$ cat src/rtl/lsu_pkg.sv
// Shared encodings and helpers for the load/store unit: byte-enable generation,
// misalignment detection and load-lane extraction with sign/zero extension.
package lsu_pkg;

    typedef enum logic [1:0] {
        SZ_BYTE = 2'b00,
        SZ_HALF = 2'b01,
        SZ_WORD = 2'b10,
        SZ_ILL  = 2'b11
    } size_e;

    function automatic logic is_misaligned(input logic [1:0] size, input logic [1:0] off);
        logic bad;
        case (size)
            SZ_BYTE: bad = 1'b0;
            SZ_HALF: bad = off[0];
            SZ_WORD: bad = (off != 2'b00);
            default: bad = 1'b1;
        endcase
        return bad;
    endfunction

    function automatic logic [3:0] gen_be(input logic [1:0] size, input logic [1:0] off);
        logic [3:0] be;
        case (size)
            SZ_BYTE: be = 4'b0001 << off;
            SZ_HALF: be = off[1] ? 4'b1100 : 4'b0011;
            SZ_WORD: be = 4'b1111;
            default: be = 4'b0000;
        endcase
        return be;
    endfunction

    // Little-endian lane select, then extend unless the unsigned variant is requested.
    function automatic logic [31:0] extract_load(input logic [31:0] word, input logic [1:0] size,
                                                 input logic [1:0] off, input logic uns);
        logic [31:0] sh;
        logic [31:0] res;
        sh = word >> {off, 3'b000};
        case (size)
            SZ_BYTE: res = {{24{~uns & sh[7]}}, sh[7:0]};
            SZ_HALF: res = {{16{~uns & sh[15]}}, sh[15:0]};
            SZ_WORD: res = word;
            default: res = 32'h0000_0000;
        endcase
        return res;
    endfunction

endpackage

$ cat src/rtl/lsu_load_align.sv
// Combinational load-data aligner shared by the memory read path and the
// store-buffer forwarding path.
module lsu_load_align
    import lsu_pkg::*;
(
    input  logic [31:0] word,
    input  logic [1:0]  size,
    input  logic [1:0]  off,
    input  logic        uns,
    output logic [31:0] data
);

    assign data = extract_load(word, size, off, uns);

endmodule

$ cat src/rtl/lsu_store_buf.sv
// Load/store unit with a one-entry posted store buffer in front of dmem.
// Define LSU_STORE_FWD_EN to forward fully covered loads from the buffered store.
module lsu_store_buf
    import lsu_pkg::*;
#(
    parameter int AW          = 12,
    parameter bit ZERO_ON_ERR = 1'b1
)(
    input  logic          clk,
    input  logic          rst_n,
    input  logic          req_valid,
    output logic          req_ready,
    input  logic          req_we,
    input  logic [1:0]    req_size,
    input  logic          req_unsigned,
    input  logic [31:0]   req_addr,
    input  logic [31:0]   req_wdata,
    output logic          rsp_valid,
    output logic [31:0]   rsp_rdata,
    output logic          rsp_err,
    output logic          buf_empty,
    output logic [AW-3:0] mem_addr,
    output logic [31:0]   mem_din,
    output logic [3:0]    mem_be,
    output logic          mem_wren,
    input  logic [31:0]   mem_dout
);

    logic          buf_valid_r;
    logic [AW-3:0] buf_addr_r;
    logic [31:0]   buf_data_r;
    logic [3:0]    buf_be_r;
    logic [1:0]    buf_off_r;
    logic          rsp_valid_r;
    logic          rsp_err_r;
    logic [31:0]   rsp_rdata_r;

    logic [1:0]    off_s;
    logic [AW-3:0] req_word_s;
    logic          misal_s;
    logic [3:0]    need_be_s;
    logic          ld_s;
    logic          st_s;
    logic          fwd_hit_s;
    logic          stall_s;
    logic          drain_s;
    logic          ld_acc_s;
    logic [31:0]   load_word_s;
    logic [31:0]   ld_data_s;

    assign off_s      = req_addr[1:0];
    assign req_word_s = req_addr[AW-1:2];
    assign misal_s    = is_misaligned(req_size, off_s);
    assign need_be_s  = gen_be(req_size, off_s);
    assign ld_s       = req_valid & ~req_we & ~misal_s;
    assign st_s       = req_valid &  req_we & ~misal_s;

`ifdef LSU_STORE_FWD_EN
    assign fwd_hit_s = ld_s & buf_valid_r & (buf_addr_r == req_word_s)
                     & ((need_be_s & ~buf_be_r) == 4'b0000);
`else
    assign fwd_hit_s = 1'b0;
`endif

    // A valid entry owns the memory port unless the load is served from it;
    // any other load waits one cycle so a write never shares a read cycle.
    assign stall_s     = ld_s & buf_valid_r & ~fwd_hit_s;
    assign drain_s     = buf_valid_r & ~fwd_hit_s;
    assign ld_acc_s    = ld_s & ~stall_s;
    assign load_word_s = fwd_hit_s ? buf_data_r : mem_dout;

    lsu_load_align u_align (
        .word (load_word_s),
        .size (req_size),
        .off  (off_s),
        .uns  (req_unsigned),
        .data (ld_data_s)
    );

    // Memory port steering between buffer drain and load read.
    always_comb begin
        req_ready = ~stall_s;
        mem_wren  = 1'b0;
        mem_addr  = req_word_s;
        mem_be    = need_be_s;
        mem_din   = buf_data_r >> {buf_off_r, 3'b000};
        if (drain_s) begin
            mem_wren = 1'b1;
            mem_addr = buf_addr_r;
            mem_be   = buf_be_r;
        end else begin
            mem_wren = 1'b0;
        end
    end

    // Store buffer entry: filled on store accept, cleared by its drain.
    always_ff @(posedge clk or negedge rst_n) begin
        if (!rst_n) begin
            buf_valid_r <= 1'b0;
            buf_addr_r  <= '0;
            buf_data_r  <= 32'h0000_0000;
            buf_be_r    <= 4'b0000;
            buf_off_r   <= 2'b00;
        end else if (st_s) begin
            buf_valid_r <= 1'b1;
            buf_addr_r  <= req_word_s;
            buf_data_r  <= req_wdata << {off_s, 3'b000};
            buf_be_r    <= need_be_s;
            buf_off_r   <= off_s;
        end else if (drain_s) begin
            buf_valid_r <= 1'b0;
        end
    end

    // Registered response: load data or misalignment error one cycle after accept.
    always_ff @(posedge clk or negedge rst_n) begin
        if (!rst_n) begin
            rsp_valid_r <= 1'b0;
            rsp_err_r   <= 1'b0;
            rsp_rdata_r <= 32'h0000_0000;
        end else begin
            rsp_valid_r <= ld_acc_s | (req_valid & misal_s);
            rsp_err_r   <= req_valid & misal_s;
            if (ld_acc_s) begin
                rsp_rdata_r <= ld_data_s;
            end else if (req_valid & misal_s & ~req_we & ZERO_ON_ERR) begin
                rsp_rdata_r <= 32'h0000_0000;
            end
        end
    end

    assign rsp_valid = rsp_valid_r;
    assign rsp_err   = rsp_err_r;
    assign rsp_rdata = rsp_rdata_r;
    assign buf_empty = ~buf_valid_r;

endmodule

$ cat config.mk
export PLATFORM = sky130hd
export DESIGN_NAME = lsu_store_buf
export DESIGN_NICKNAME = d
export VERILOG_FILES = /design/src/rtl/lsu_pkg.sv /design/src/rtl/lsu_load_align.sv /design/src/rtl/lsu_store_buf.sv
export SDC_FILE = /design/constraint.sdc
export NUM_CORES = 1
export LEC_CHECK = 0
export BUFFER_PORTS_ARGS = -buffer_cell sky130_fd_sc_hd__clkbuf_2
export CAP_MARGIN = 25
export CORE_MARGIN = 2
export CORE_UTILIZATION = 50
export DETAILED_ROUTE_END_ITERATION = 10
export PLACE_DENSITY = 0.81
export SYNTH_ARGS = -nofsm -noshare
export SYNTH_HDL_FRONTEND = slang
export SYNTH_SLANG_ARGS = --single-unit
$ cat constraint.sdc
create_clock -name clk -period 1.89 [get_ports clk]
set_input_delay 0.0945 -clock clk [delete_from_list [all_inputs] [get_ports clk]]
set_output_delay 0.0945 -clock clk [all_outputs]
set_load 0.005 [all_outputs]
==> impl_metrics.toml <==
[die]
start_util_pct = 50.8
die_w_um = 103
ios = 186
fp-row-count = 36
die-area_mm2 = 0.0106
core_area_mm2 = 0.00959
die_height_um = 103

[timing]
maxSlewHeadroom_pct = 61.9
fin_crit_sh_pct = 91.1
maxSlewViolCount = 0
tns_ps = 0
setup_viol = 0
final_hold_viol_count = 0
layout_min_cycle_time_ps = 1720
rsz0062_at_grt = "no"
finClkSkew_ps = 6.07
fmax_mhz = 581
holdWs_ps = 18.7
tightestPinTransition_ps = 566

[clocking]
clock_sinks = 83
clk_path_buf_depth = 2
clk_pin_slew_ps = 80
root_buffer = "clkbuf_8"
htreeDepth = 3
clkLatencyLatePin_ps = 360
postCtsSetupRepairBufs = 0
cts_tree = "done"
numCtsBuffers = 9

[finish]
antenna_cells = 0
drive_gt1_share_pct = 36.7
syn_to_final_growth_pct = 31.4
finalNetCount = 790
stdcell_count = 825

[critical_path]
r2r_cells = 4
timing.rr.start = "buf_valid_r"
startpoint = "mem_dout[31]"
cp-start-kind = "primary input"
rr_endpoint = "rsp_rdata[10]"
cp_cell_sequence = "dlygate4sd3_1, clkbuf_2, mux2i_1, mux4_2, nor4_4, buf_12, a221o_1"
reg2reg_setup_slack_ps = 240
critPathArrivalTime_ps = 2030
cpPeakStageDelay_ps = 550
required_ps = 2190
crit_path_end = "rsp_rdata[19]"
crit_fanout = 16
crit_type = "in -> reg"
cp-end-kind = "flip-flop"
slowest_stage = "mux4_2"

[power]
vdd_drop_max_v = 0.000416
leakage_uw = 0.00310
power_density_mw_per_mm2 = 826

[synth]
synth_seq_area_share_pct = 42.6
yosys.area.top_type = "dfrtp_1"
netlist_top_cells_count = "dfrtp_1, nand2_1, mux2i_1"
synthesis.nets = 612
yosys_warnings = 0
syn_area_mm2 = 0.00487
syn-mean-instance-area_um2 = 9.57
synth_cell_types = 39
yosysTopAreaCellShare_pct = 42.6
synthMostInstantiatedCell = "dfrtp_1"
synthCells = 509
synth_edf_count = 0
synthTopCellsByArea = "dfrtp_1, mux2i_1, mux2_2"
ys_ff_latch = 83
synth-async-reset-ratio_pct = 100
ys.flop_type = "dfrtp_1"

[worst_hold_path]
hp-class = "in -> reg"

[detailed_routing]
routed_wl_um = 13600
dr.pass1.iters = 5
drc = 0
vias = 4648
wire_per_inst_um = 16.5
postRouteAntennaNets = 0
drt_iter0_drc = 207
post_drt_via_cell_ratio = 5.63

[place]
portBuffers = 165
dp_hpwl_um = 9490
gp_congestion = 0.867
dpl.cell_count = 782

[global_route]
grt_pass1_wl_um = 21400
gr-usage-all-layers_pct = 26.1
grt_overflow_total = 0
antenna_found_initial = 0
first_global_vias = 4461
grt_start_max_net_pins = 64

[run]
maxCapViolCount = 0

[outcome]
status = "finished, final reports clean"
-- how the worst min path moves through the flow --
| stage | slack (ps) | start | depth (start not counted) | endpoint |
|---|---|---|---|---|
| final | 20 | mem_dout[13] | 3 | rsp_rdata[13] |
| after global routing | 7 | mem_dout[30] | 2 | rsp_rdata[30] |
| after CTS | 0.5 | mem_dout[26] | 2 | rsp_rdata[26] |
| after detailed placement | 110 | rst_n | 1 | rsp_rdata[16] |
| after global placement | 100 | rst_n | 1 | rsp_rdata[17] |
| after floorplan | -200 | rst_n | 0 | buf_addr_r[0] |
-- power breakdown --
| part | total (µW) | switching, µW | internal (µW) |
|---|---|---|---|
| sequential | 2250 | 207 | 2040 |
| clock | 1470 | 658 | 810 |
| combinational | 1570 | 789 | 785 |
| total | 5290 | 1650 | 3640 |
-- timing repair --
item	4_1_cts	5_1_grt
resized for setup	0	1
hold buffers	27	0
endpoints found under the hold margin	64	0
setup endpoints to repair	0	8
-- per-layer routing --
metal	wire, µm	track usage [%]
met1	5630	32.5
met2	6710	44.6
met3	969	4.20
met4	309	11.8
met5	0	0
-- cell type report --
class / count / area [µm²]
multi-input cells: 374 / 2570
clock inverters: 5 / 75.1
flip-flops and latches: 83 / 2080
inverters: 4 / 15.0
repair buffers: 215 / 1350
fillers: 759 / 3190
well taps: 133 / 166
clock buffers: 11 / 151
-- sequential cells by signal, summed over array words and instances, names as in the netlist --
register	cells
buf_be_r	4
buf_off_r	2
buf_valid_r	1
rsp_rdata	32
rsp_valid	1
buf_addr_r	10
buf_data_r	32
rsp_err	1
-- kinds of logic after synthesis --
group / Yosys count / synth area share [%]
AOI/OAI and AO/OA: 164 / 21.3
buffers and inverters: 52 / 4.62
DFF: 83 / 42.6
muxes: 86 / 18.8
and+or+nand+nor: 124 / 12.6
-- layout by cell type, fill, tap and decap left out, types with 7 or more instances in the layout --
| master | count |
|---|---|
| nand3b_1 | 7 |
| dlygate4sd3_1 | 27 |
| nand2_1 | 56 |
| clkbuf_8 | 11 |
| a22oi_1 | 7 |
| clkbuf_2 | 163 |
| and2_1 | 8 |
| a221o_2 | 10 |
| o21ai_1 | 7 |
| mux2_2 | 35 |
| dfrtp_1 | 83 |
| o31ai_1 | 8 |
| nor2b_1 | 19 |
| o21ai_0 | 47 |
| buf_4 | 18 |
| mux2i_1 | 50 |
| a211oi_1 | 24 |
| nor2_1 | 21 |
| a21oi_1 | 48 |
-- per-stage QoR --
stage / util, % / total power [µW] / cell area, µm² / worst slack (ps)
final: 66.7 / 5290 / 6400 / 168
after global routing: 66.7 / 5600 / 6400 / 30.6
after CTS: 66.7 / 5300 / 6400 / 164
after detailed placement: 61.5 / 3800 / 5900 / 103
after global placement: 61.5 / 3730 / 5900 / 194
after floorplan: - / 3120 / 4870 / 147
-- worst max-delay path, delay by kind of cell --
kind	cells	cell delay (ps)
buffers and inverters	3	840
AND/OR/NAND/NOR	1	290
AO/OA/AOI/OAI	1	120
multiplexers	2	680
Power figures use the tool's default switching activity.
